$ cat config.mk
export PLATFORM = sky130hd
export DESIGN_NAME = final_logic_param
export DESIGN_NICKNAME = d
export VERILOG_FILES = /design/src/rtl/final_logic_param.sv
export SDC_FILE = /design/constraint.sdc
export NUM_CORES = 1
export LEC_CHECK = 0
export ABC_AREA = 1
export BUFFER_PORTS_ARGS = -buffer_cell sky130_fd_sc_hd__buf_4
export CAP_MARGIN = 10
export CORE_UTILIZATION = 39
export CTS_CLUSTER_SIZE = 20
export DETAILED_ROUTE_END_ITERATION = 10
export PLACE_DENSITY = 0.55
export SYNTH_ARGS = -nofsm -noshare
export SYNTH_HDL_FRONTEND = slang
export SYNTH_SLANG_ARGS = --single-unit
$ cat constraint.sdc
create_clock -name clk -period 7.6 [get_ports clk]
set_input_delay 0.38 -clock clk [delete_from_list [all_inputs] [get_ports clk]]
set_output_delay 0.38 -clock clk [all_outputs]
set_load 0.02 [all_outputs]
$ cat src/rtl/final_logic_param.sv
// VC-to-destination crossbar stage: arbitrates NUM_VC FWFT input FIFOs into NUM_DEST FWFT destination FIFOs.
// Latency: 1 cycle from grant to destination head; pop_vc is combinational and stalls on almost-full or init.
module final_logic_param #(
  parameter int DATA_WIDTH = 6,
  parameter int ADDR_WIDTH = 2,
  parameter int NUM_VC     = 2,
  parameter int NUM_DEST   = 2,
  parameter int ARB_MODE   = 0
) (
  input  logic                                 clk,
  input  logic                                 reset,
  input  logic                                 init,
  input  logic [NUM_VC*DATA_WIDTH-1:0]         data_out_vc,
  input  logic [NUM_VC-1:0]                    empty_fifo_vc,
  input  logic [NUM_DEST-1:0]                  dest_pop,
  input  logic [NUM_DEST*(ADDR_WIDTH+1)-1:0]   umbral,
  output logic [NUM_VC-1:0]                    pop_vc,
  output logic [NUM_DEST*DATA_WIDTH-1:0]       data_out_dest,
  output logic [NUM_DEST-1:0]                  empty_fifo_dest,
  output logic [NUM_DEST-1:0]                  almost_full_dest,
  output logic [NUM_DEST-1:0]                  error_dest
);

  localparam int DEPTH  = 2**ADDR_WIDTH;
  localparam int CW     = ADDR_WIDTH + 1;
  localparam int DEST_W = (NUM_DEST > 2) ? $clog2(NUM_DEST) : 1;
  localparam int VC_W   = $clog2(NUM_VC);

  logic [DATA_WIDTH-1:0] r_mem     [NUM_DEST][DEPTH];
  logic [ADDR_WIDTH-1:0] r_wr_ptr  [NUM_DEST];
  logic [ADDR_WIDTH-1:0] r_rd_ptr  [NUM_DEST];
  logic [CW-1:0]         r_count   [NUM_DEST];
  logic [CW-1:0]         r_thr     [NUM_DEST];
  logic [NUM_DEST-1:0]   r_err;
  logic [VC_W-1:0]       r_rr_ptr;

  logic [DEST_W-1:0]     w_vc_dest [NUM_VC];
  logic [CW-1:0]         w_thr_eff [NUM_DEST];
  logic [NUM_VC-1:0]     w_elig;
  logic                  w_gnt_vld;
  logic [VC_W-1:0]       w_gnt_idx;
  logic [DATA_WIDTH-1:0] w_gnt_word;
  logic [DEST_W-1:0]     w_gnt_dest;
  logic [NUM_DEST-1:0]   w_push;
  logic [NUM_DEST-1:0]   w_wr_ok;
  logic [NUM_DEST-1:0]   w_pop;

  // Out-of-range destination fields fold onto the last destination.
  always_comb begin
    for (int v = 0; v < NUM_VC; v++) begin
      w_vc_dest[v] = data_out_vc[v*DATA_WIDTH + DATA_WIDTH-1 -: DEST_W];
      if (int'(w_vc_dest[v]) >= NUM_DEST) w_vc_dest[v] = DEST_W'(NUM_DEST-1);
    end
  end

  always_comb begin
    for (int d = 0; d < NUM_DEST; d++) begin
      w_thr_eff[d] = (r_thr[d] == '0 || r_thr[d] > CW'(DEPTH)) ? CW'(DEPTH) : r_thr[d];
      almost_full_dest[d] = (r_count[d] >= w_thr_eff[d]) || (r_count[d] == CW'(DEPTH));
      empty_fifo_dest[d]  = (r_count[d] == '0);
      data_out_dest[d*DATA_WIDTH +: DATA_WIDTH] =
        empty_fifo_dest[d] ? '0 : r_mem[d][r_rd_ptr[d]];
    end
    error_dest = r_err;
  end

  always_comb begin
    for (int v = 0; v < NUM_VC; v++)
      w_elig[v] = !empty_fifo_vc[v] && !almost_full_dest[w_vc_dest[v]] && !init && !reset;
  end

  // Loops run downward so the last hit is the lowest index / nearest offset.
  always_comb begin
    w_gnt_vld = 1'b0;
    w_gnt_idx = '0;
    if (ARB_MODE == 0) begin
      for (int v = NUM_VC-1; v >= 0; v--)
        if (w_elig[v]) begin
          w_gnt_vld = 1'b1;
          w_gnt_idx = VC_W'(v);
        end
    end else begin
      for (int k = NUM_VC-1; k >= 0; k--)
        if (w_elig[(int'(r_rr_ptr) + k) % NUM_VC]) begin
          w_gnt_vld = 1'b1;
          w_gnt_idx = VC_W'((int'(r_rr_ptr) + k) % NUM_VC);
        end
    end
  end

  always_comb begin
    w_gnt_word = '0;
    w_gnt_dest = '0;
    for (int v = 0; v < NUM_VC; v++) begin
      pop_vc[v] = w_gnt_vld && (w_gnt_idx == VC_W'(v));
      if (w_gnt_idx == VC_W'(v)) begin
        w_gnt_word = data_out_vc[v*DATA_WIDTH +: DATA_WIDTH];
        w_gnt_dest = w_vc_dest[v];
      end
    end
    for (int d = 0; d < NUM_DEST; d++) begin
      w_push[d]  = w_gnt_vld && (w_gnt_dest == DEST_W'(d));
      w_wr_ok[d] = w_push[d] && (r_count[d] != CW'(DEPTH));
      w_pop[d]   = dest_pop[d] && (r_count[d] != '0);
    end
  end

  always_ff @(posedge clk) begin
    if (reset) begin
      r_err    <= '0;
      r_rr_ptr <= '0;
      for (int d = 0; d < NUM_DEST; d++) begin
        r_wr_ptr[d] <= '0;
        r_rd_ptr[d] <= '0;
        r_count[d]  <= '0;
        r_thr[d]    <= CW'(DEPTH-1);
      end
    end else begin
      if (ARB_MODE != 0 && w_gnt_vld)
        r_rr_ptr <= (w_gnt_idx == VC_W'(NUM_VC-1)) ? '0 : w_gnt_idx + 1'b1;
      for (int d = 0; d < NUM_DEST; d++) begin
        if (init) r_thr[d] <= umbral[d*CW +: CW];
        if ((dest_pop[d] && r_count[d] == '0) || (w_push[d] && !w_wr_ok[d]))
          r_err[d] <= 1'b1;
        if (w_wr_ok[d]) r_wr_ptr[d] <= r_wr_ptr[d] + 1'b1;
        if (w_pop[d])   r_rd_ptr[d] <= r_rd_ptr[d] + 1'b1;
        r_count[d] <= r_count[d] + {{ADDR_WIDTH{1'b0}}, w_wr_ok[d]}
                                 - {{ADDR_WIDTH{1'b0}}, w_pop[d]};
      end
    end
  end

  always_ff @(posedge clk) begin
    for (int d = 0; d < NUM_DEST; d++)
      if (!reset && w_wr_ok[d]) r_mem[d][r_wr_ptr[d]] <= w_gnt_word;
  end

endmodule

==> flow_metrics.tcl, run 1 <==
set metrics [dict create \
    final_cell_mix "nor2_1 (72), edfxtp_1 (62), inv_1 (53)" \
    grt_usage 0.158 \
    wirelength_um 6690 \
    final_common_cell "nor2_1" \
    grt_pass1_wl_um 11300 \
    async_flop_share 0 \
    ctsRootBufferMaster "clkbuf_8" \
    via_per_inst 4.63 \
    die-height_um 96.7 \
    final_core_util 0.477 \
    reg2reg_setup_slack_ps 4450 \
    die_width_um 96.7 \
    max-slew-margin-rel 0.559 \
    avgSynthCellArea_um2 10.2 \
    finalSetupTns_ps 0 \
    fmax_mhz 317 \
    tritoncts "yes" \
    port_buffers 44 \
    synthCells 344 \
    drt-pass1-iter-count 4 \
    hold_violations 0 \
    leakage_nw 1.78 \
    hold_path_class "in -> reg" \
    p_comb_frac 0.353 \
    routedWlPerCell_um 13.2 \
    period_needed_ps 3150 \
    crit_start "r_thr[0][3]" \
    synth_edf_count 62 \
    fin_ws_ps 4450 \
    synth_ff_type "edfxtp_1" \
    critPathArrivalTime_ps 3430 \
    r2r-start "r_thr[0][3]" \
    grt_max_degree 16 \
    peakVddDrop_mv 0.100 \
    cell_internal_pwr_mw 0.823 \
    clk_path_buf_depth 2 \
    htreeDepth 3 \
    core_area_mm2 0.00868 \
    clock_latency_ps 340 \
    syn_nets 391 \
    io_pins 45 \
    row_count 34 \
    cts_setup_buffers 0 \
    r2r-end "r_count[0][5]" \
    r2r_cells 22 \
    drv_slew 0 \
    numCtsBuffers 9 \
    clkTransAtPathRegs_ps 80 \
    die_area_mm2 0.00934 \
    synth_seq_area_share 0.579 \
    crit_end "r_count[0][5]" \
    placed_cells 489 \
    place.gp.congestion 0.816 \
    drv_cap 0 \
    setup.worst_path.end_class "flop" \
    final_cells 505 \
    hpwl_um 4850 \
    finalClockSkew_ps 7.55 \
    ys_warn_count 0 \
    pre_cts_slack_ps 4480 \
    p_sw_mw 0.477 \
    p_sw_frac 0.367 \
    clock_sinks 70 \
    nFillCells 864 \
    n_antenna_cell 0 \
    cp-start-kind "flop" \
    antenna_found_initial 0 \
    drive_above_1_share 0.227 \
    status "finished, final reports clean" \
    drt_iter0_drc 97 \
    seq_power_share 0.396 \
    area_delta_synth_final_pct 18.4 \
    tightest_slew_ps 659 \
    cts_resized 0 \
    power_density_mw_per_mm2 314 \
    path_max_fanout 8 \
    start_util 0.403 \
    clock_power_share 0.251 \
    syn_area_mm2 0.00349 \
    nets 439 \
    synth.distinct_cells 26 \
    yosys_register_bits 70 \
    grt_pass1_vias 2268 \
    antenna_left 0 \
    rsz0062_at_grt "false" \
    drc 0 \
    final-setup-viol-count 0 \
    cts_hold_buf 0 \
    cp.required_ps 7870 \
    period_share 0.415 \
    num_vias 2338 \
    crit_type "reg -> reg" \
    overflow 0 \
]
## state kept, by name, indices dropped and copies added (netlist names)
name and flops:
r_count 6, error_dest 2, r_rd_ptr 4, r_wr_ptr 4, r_mem 48, r_thr 6
## critical path, cell delays in order (launching register included)
cell,delay (ps)
edfxtp_1,360
inv_1,80
nand2_1,50
ha_1,280
or2_2,300
ha_1,270
nand2_1,60
inv_1,30
nand2_1,60
nand3_2,90
nand2_1,90
nand2_2,80
nor2_8,120
nand2_4,110
nand2_4,80
nand3_4,110
inv_1,80
ha_1,140
inv_1,50
fa_1,360
inv_1,70
o21ai_0,80
a21oi_1,130
## per-stage QoR
stage	hold WS (ps)	total power [mW]	area, um^2
final	282	1.30	4140
after global routing	267	1.39	4140
after CTS	276	1.32	4140
after detailed placement	441	0.993	3920
after global placement	439	0.986	3920
after floorplan	523	0.823	3490
## cell usage after synthesis (2+ instances only)
cell type  count  area share
nand2_2        3      0.0054
o21ai_0       28       0.040
nor2_2         4      0.0072
inv_2          4      0.0043
or2_2          6       0.011
nand2_1       36       0.039
nand3_4        2       0.010
inv_1         53       0.057
buf_2          2      0.0029
nand3_1        2      0.0029
ha_1          20       0.072
fa_1           2       0.011
nand2_4        4       0.013
nor2_1        72       0.077
a21oi_1       20       0.029
dfxtp_1        8       0.046
nor3_2         2      0.0057
clkbuf_1       4      0.0043
nand3_2        4       0.011
edfxtp_1      62        0.53
## cell families (layout without fill, tap and decap cells)
logic type,count (synthesis),in the layout,share of synthesized area
AND/OR/NAND/NOR,136,136,0.188
XOR/XNOR,2,2,0.00501
flip-flops,70,70,0.579
buffers and inverters,65,118,0.0741
AO/OA/AOI/OAI,49,49,0.0712
adder cells (fa/ha/maj),22,22,0.0831
## worst min-delay path by stage
stage / from / endpoint / cells after the start
2_1_floorplan: dest_pop[0] / error_dest[0] / 2
3_3_place_gp: error_dest[1] / error_dest[1] / 2
3_5_place_dp: error_dest[1] / error_dest[1] / 2
4_1_cts: reset / r_count[0][4] / 2
5_1_grt: umbral[3] / r_thr[0][3] / 2
6_report: reset / r_count[0][4] / 2
## layer usage
layer,share of wire,vias up,global-route usage
li1,-,1209,-
met1,0.49,1078,0.217
met2,0.46,41,0.239
met3,0.030,10,0.0325
met4,0.017,0,0.0723
met5,0,-,0
## power by group through the flow
stage / clock (mW) / sequential (mW) / combinational, mW
final: 0.326 / 0.515 / 0.459
after global routing: 0.350 / 0.523 / 0.520
after CTS: 0.331 / 0.516 / 0.470
after detailed placement: 0 / 0.525 / 0.468
after global placement: 0 / 0.524 / 0.462
after floorplan: 0 / 0.500 / 0.324
## final cells by class
type / count / area, um^2 / share of cell area
inverter: 58 / 223 / 0.0538
sequential: 70 / 2020 / 0.489
multi-input combinational: 209 / 1210 / 0.293
tap: 108 / 135 / 0.0327
clock buffer: 9 / 124 / 0.0299
clock inverter: 7 / 88.8 / 0.0215
timing repair buffer: 44 / 330 / 0.0799
Power figures use the tool's default switching activity.
==> inputs of run 2 (changes only) <==
--- a/config.mk
+++ b/config.mk
@@ -5,13 +5,13 @@
 export SDC_FILE = /design/constraint.sdc
 export NUM_CORES = 1
 export LEC_CHECK = 0
-export ABC_AREA = 1
+export ABC_AREA = 0
 export BUFFER_PORTS_ARGS = -buffer_cell sky130_fd_sc_hd__buf_4
 export CAP_MARGIN = 10
 export CORE_UTILIZATION = 39
 export CTS_CLUSTER_SIZE = 20
 export DETAILED_ROUTE_END_ITERATION = 10
-export PLACE_DENSITY = 0.55
+export PLACE_DENSITY = 0.57
 export SYNTH_ARGS = -nofsm -noshare
 export SYNTH_HDL_FRONTEND = slang
 export SYNTH_SLANG_ARGS = --single-unit
==> constraint.sdc (replaced) <==
create_clock -name clk -period 2.7 [get_ports clk]
set_input_delay 0.135 -clock clk [delete_from_list [all_inputs] [get_ports clk]]
set_output_delay 0.135 -clock clk [all_outputs]
set_load 0.02 [all_outputs]
==> run 2 against run 1 <==
  * The run now ends with negative setup slack left
  * Global-route usage fell by 0.77 points
  * Setup slack worse by 5200 ps
  * Sequential cell count stayed put
  * Clock skew increased by 1.9 ps
  * Clock-buffer cell count unchanged
  * Utilization increased by 5.9 points
  * Sequential share of layout area down 3.0 points
  * Critical path type unchanged
  * Sequential power grew to 2.8 times the previous value
  * Die area shrank 4.8%
  * Clock power grew 130%
  * Via count down 17%
==> flow_metrics.tcl, run 2 <==
set metrics [dict create \
    yosysMostFrequentCell "edfxtp_1" \
    clock_sinks 70 \
    tightest_slew_ps 491 \
    rsz0062_at_grt "true" \
    r2r-start "r_thr[0][4]" \
    final_core_util 0.536 \
    drv_slew 0 \
    avgSynthCellArea_um2 14.9 \
    via_per_inst 4.70 \
    top_layer "met4" \
    cpMaxStageDelayCell "or3b_4" \
    grt_pass1_vias 1959 \
    timing.critical_path.buf_inv 2 \
    cp.required_ps 2940 \
    path_cells "or2_4 -> ha_4 -> nor2b_4 -> ha_4 -> or3b_4 -> a221oi_4 -> nand2_2 -> a21oi_4 -> mux2i_4 -> inv_2 -> ha_4 -> inv_2 -> fa_2 -> xor2_1 -> xnor2_1 -> nor2_1" \
    power_density_mw_per_mm2 857 \
    port_buffers 44 \
    leakage_nw 1.68 \
    grt_max_degree 18 \
    violations "negative setup slack" \
    grt_pass1_wl_um 9670 \
    clkTransAtPathRegs_ps 70 \
    cp_common_cell "ha_4" \
    synth.distinct_cells 33 \
    final-setup-viol-count 113 \
    ctsRootBufferMaster "clkbuf_8" \
    area_delta_synth_final_pct 32.6 \
    synth_edf_count 62 \
    met3_length_um 218 \
    htreeDepth 3 \
    ys_warn_count 0 \
    drive_above_1_share 0.467 \
    critPathArrivalTime_ps 3730 \
    period_needed_ps 3500 \
    routedWlPerCell_um 14.6 \
    wirelength_um 6020 \
    hold_start "dest_pop[1]" \
    final_common_cell "edfxtp_1" \
    clock_latency_ps 350 \
    syn_area_mm2 0.00332 \
    yosys_register_bits 70 \
    synth_area_leader_cell "edfxtp_1" \
    numCtsBuffers 9 \
    die-height_um 94.3 \
    die_area_mm2 0.00889 \
    crit_type "reg -> reg" \
    tritoncts "yes" \
    cts_hold_buf 0 \
    drt_iter0_drc 49 \
    async_flop_share 0 \
    total_power_mw 3.78 \
    clk_path_buf_depth 2 \
    antenna_found_initial 0 \
    antenna_left 0 \
    critPathMaxStageDelay_ps 400 \
    fmax_mhz 286 \
    synth_top_cell_area_share 0.560 \
    crit_start "r_thr[0][4]" \
    num_vias 1932 \
    syn_nets 270 \
    wl_met1_um 2680 \
    overflow 0 \
    path_max_fanout 3 \
    drt-pass1-iter-count 4 \
    grt_usage 0.150 \
    row_count 33 \
    cp-start-kind "flop" \
    drv_cap 0 \
    largest_reg_flops 48 \
    die_width_um 94.3 \
    final_cell_mix "edfxtp_1 (62), buf_4 (61), inv_1 (15), ha_1 (15), nor2b_1 (14)" \
    ys_top_cells_by_count "edfxtp_1 (62), ha_1 (20), nor2b_1 (19), inv_1 (18)" \
    synth_seq_area_share 0.609 \
    synthCells 223 \
    status "finished with violations" \
    hpwl_um 4480 \
    fin_ws_ps -796 \
    period_share 1.29 \
    setup.worst_path.end_class "flop" \
    io_pins 45 \
    hold_path_class "in -> reg" \
    core_area_mm2 0.00822 \
    drc 0 \
    peakVddDrop_mv 0.301 \
    finalClockSkew_ps 9.41 \
    n_antenna_cell 0 \
    start_util 0.404 \
    hold_violations 0 \
    synth_ff_type "edfxtp_1" \
    synth_area_leaders "edfxtp_1 (56%), mux4_2 (8.1%), ha_1 (7.5%)" \
    critPathTopFamily "simple AND/OR/NAND/NOR gates" \
    nets 348 \
    wl_met2_um 3000 \
    nFillCells 707 \
    place.gp.congestion 0.746 \
    max-slew-margin-rel 0.673 \
]
## run 2: layer usage
layer	up-vias	global-route usage
li1	958	-
met1	925	0.192
met2	38	0.241
met3	11	0.0316
met4	0	0.0731
met5	-	0
## run 2: stage by stage
| stage | std cells | setup slack [ps] | area (um^2) | setup TNS (ps) | hold WS, ps |
|---|---|---|---|---|---|
| floorplan | 223 | -886 | 3390 | -46300 | 207 |
| global placement | 390 | -719 | 4050 | -58250 | 374 |
| detailed placement | 390 | -830 | 4050 | -68360 | 376 |
| CTS | 411 | -753 | 4330 | -62700 | 13.3 |
| global route | 411 | -939 | 4400 | -80690 | 52.4 |
| finish | 411 | -796 | 4400 | -65750 | 22.9 |
## run 2: cells by family after synthesis
family          after synthesis  synth area share
compound gates               14            0.0399
mux                          18             0.101
xor+xnor                      6            0.0158
flops                        70             0.609
buf+inv                      24            0.0271
fa+ha+maj                    22            0.0874
simple gates                 69             0.120
## run 2: cell type report
cell class	count	area [um^2]	share of cell area
multi-input combinational	129	1410	0.320
timing repair buffer	73	602	0.137
inverter	18	67.6	0.0153
tap	105	131	0.0298
clock buffer	9	124	0.0281
sequential	70	2020	0.459
clock inverter	7	50.0	0.0114
## run 2: what timing repair did
item	in CTS	in global routing
setup buffers	5	2
resized for setup	16	24
setup endpoints to repair	113	114
pin swaps	7	13
## run 2: path summary, 6_finish.rpt
kind	end	slack (ps)	cells past startpoint
worst max register to register	r_count[0][5]	-800	16
worst min-delay path	error_dest[1]	20	3
worst min register to register	error_dest[0]	480	2
worst max-delay path	r_count[0][5]	-800	16
## run 2: report_power, final
group / switching [mW] / internal (mW)
Sequential: 0.119 / 1.31
Clock: 0.412 / 0.334
Combinational: 0.769 / 0.834
Total: 1.30 / 2.48
## run 2: worst reg2reg max path, delay by kind of cell (launching register included)
kind | cells | cell delay, ps
buffers and inverters | 2 | 100
adders and majority gates | 4 | 780
AOI/OAI and AO/OA | 2 | 580
muxes | 1 | 280
DFF | 1 | 390
xor gates and xnor gates | 2 | 330
and+or+nand+nor | 5 | 930
==> inputs of run 3 (changes only) <==
--- a/config.mk
+++ b/config.mk
@@ -7,11 +7,12 @@
 export LEC_CHECK = 0
 export ABC_AREA = 0
 export BUFFER_PORTS_ARGS = -buffer_cell sky130_fd_sc_hd__buf_4
-export CAP_MARGIN = 10
+export CORE_MARGIN = 2
 export CORE_UTILIZATION = 39
 export CTS_CLUSTER_SIZE = 20
 export DETAILED_ROUTE_END_ITERATION = 10
 export PLACE_DENSITY = 0.57
+export RECOVER_POWER = 25
 export SYNTH_ARGS = -nofsm -noshare
 export SYNTH_HDL_FRONTEND = slang
 export SYNTH_SLANG_ARGS = --single-unit
==> run 3 against run 2 <==
  * Critical path type is now reg -> out
  * Clock skew shrank 4.9 ps
  * The flow still finishes with violations (negative setup slack)
  * Highest routed layer unchanged
  * Total power grew 1.4%
  * Sequential share of layout area shrank 0.36 points
  * Final cell count shrank 0.24%
  * Die area grew 4.3%
  * Combinational power grew 2%
  * Register-to-register slack gained 70 ps
  * Clock power grew 3%
  * Global-route usage shrank 0.69 points
  * Via count grew 0.93%
  * Maximum frequency grew 2.1%
==> flow_metrics.tcl, run 3 (synthesis gave the netlist of run 2 again) <==
set metrics [dict create \
    fmax_mhz 292 \
    nets 347 \
    multi_input_area_mm2 0.00141 \
    cp.required_ps 2570 \
    num_vias 1950 \
    place_area_mm2 0.00406 \
    die_area_mm2 0.00927 \
    final-setup-viol-count 113 \
    antenna_left 0 \
    max-slew-margin-rel 0.681 \
    violations "negative setup slack" \
    die-height_um 96.3 \
    clk_path_buf_depth 2 \
    setup.worst_path.end_class "output port" \
    overflow 0 \
    critPathArrivalTime_ps 3290 \
    finalClockSkew_ps 4.53 \
    drv_cap 0 \
    hold-worst-slack_ps 17.0 \
    cp-start-kind "flop" \
    die_width_um 96.3 \
    fin_ws_ps -723 \
    grt_max_degree 18 \
    place.gp.congestion 0.712 \
    drv_slew 0 \
    peakVddDrop_mv 0.294 \
    fin_area_mm2 0.00444 \
    antenna_found_initial 0 \
    tritoncts "yes" \
    port_buffers 44 \
    status "finished with violations" \
    wirelength_um 6160 \
    period_needed_ps 3420 \
    grt_pass1_vias 1953 \
    nFillCells 684 \
    drt_iter0_drc 76 \
    drt-pass1-iter-count 4 \
    clock_latency_ps 350 \
    area_delta_synth_final_pct 33.6 \
    rsz0062_at_grt "true" \
    timing.critical_path.buf_inv 4 \
    period_share 1.27 \
    path_cells "or2_4 -> ha_4 -> nor2b_1 -> ha_1 -> or3b_4 -> a221oi_4 -> buf_4 -> nand2_4 -> buf_6 -> or2_4 -> a21oi_4 -> buf_12 -> buf_4" \
    hold_path_class "in -> reg" \
    critPathTopFamily "simple AND/OR/NAND/NOR gates" \
    final_cell_mix "edfxtp_1 (62), buf_4 (59), ha_1 (17)" \
    hold_depth 3 \
    tightest_slew_ps 479 \
    critPathMaxStageDelay_ps 400 \
    via_per_inst 4.76 \
    cp.depth 13 \
    clock_sinks 70 \
    clkTransAtPathRegs_ps 80 \
    ctsRootBufferMaster "clkbuf_8" \
    cpMaxStageDelayCell "or3b_4" \
    final_cells 410 \
    grt_usage 0.143 \
    leakage_nw 1.70 \
    regArea_mm2 0.00202 \
    start_util 0.404 \
    crit_type "reg -> out" \
    row_count 33 \
    hold_violations 0 \
    placed_cells 388 \
    n_antenna_cell 0 \
    grt_pass1_wl_um 9520 \
    hpwl_um 4410 \
    final_core_util 0.540 \
    path_max_fanout 6 \
    htreeDepth 3 \
    r2r_cells 13 \
    largest_reg_flops 48 \
    core_area_mm2 0.00822 \
    routedWlPerCell_um 15.0 \
    drive_above_1_share 0.475 \
    final_common_cell "edfxtp_1" \
    drc 0 \
    numCtsBuffers 9 \
    pre_cts_slack_ps -806 \
    io_pins 45 \
    power_density_mw_per_mm2 863 \
]
-- run 3: cell count changes in the layout (fill, tap and decap cells not counted), moves of 2 or more --
cell,change
and2_0,+2
and2_1,-2
buf_12,+4
buf_4,-2
buf_6,-3
ha_1,+2
ha_4,-2
inv_6,+3
nor2_1,-2
-- run 3: worst paths after layout --
check / start / endpoint / slack, ps
max reg2reg: r_thr[0][3] / r_mem[0][28] / -720
max: r_thr[0][3] / pop_vc[1] / -720
min reg2reg: error_dest[1] / error_dest[1] / 470
min: dest_pop[1] / error_dest[1] / 20
-- run 3: per-layer routing --
| layer | share of wire | up-vias | track usage |
|---|---|---|---|
| li1 | - | 954 | - |
| met1 | 0.45 | 953 | 0.186 |
| met2 | 0.50 | 34 | 0.225 |
| met3 | 0.031 | 9 | 0.0313 |
| met4 | 0.021 | 0 | 0.0739 |
| met5 | 0 | - | 0 |
-- run 3: tightest hold or removal path: stages --
cell and delay, ps:
buf_4 90, a21oi_1 50, nor2_1 60
-- run 3: report_power, final --
part	total [mW]	leakage, nW	switching (mW)	internal, mW
registers	1.43	0.642	0.120	1.31
logic	1.64	0.967	0.778	0.858
clock network	0.765	0.0887	0.421	0.344
total	3.83	1.70	1.32	2.51
-- run 3: timing repair --
item	4_1_cts	5_1_grt
pin swaps	8	4
hold buffers	0	0
buffers inserted	4	4
resized for setup	16	26
endpoints found under the setup margin	113	113
-- run 3: metrics by stage --
stage	total power [mW]	TNS [ps]
finish	3.83	-60600
global route	4.09	-75190
CTS	3.74	-61120
detailed placement	2.94	-63160
global placement	2.92	-57490
floorplan	2.33	-46300
-- run 3: final cells by class --
cell class / instances / area share
sequential: 70 / 0.455
multi-input combinational: 129 / 0.317
timing repair buffer: 72 / 0.143
tap: 105 / 0.0296
clock buffer: 9 / 0.0279
inverter: 18 / 0.0152
clock inverter: 7 / 0.0124
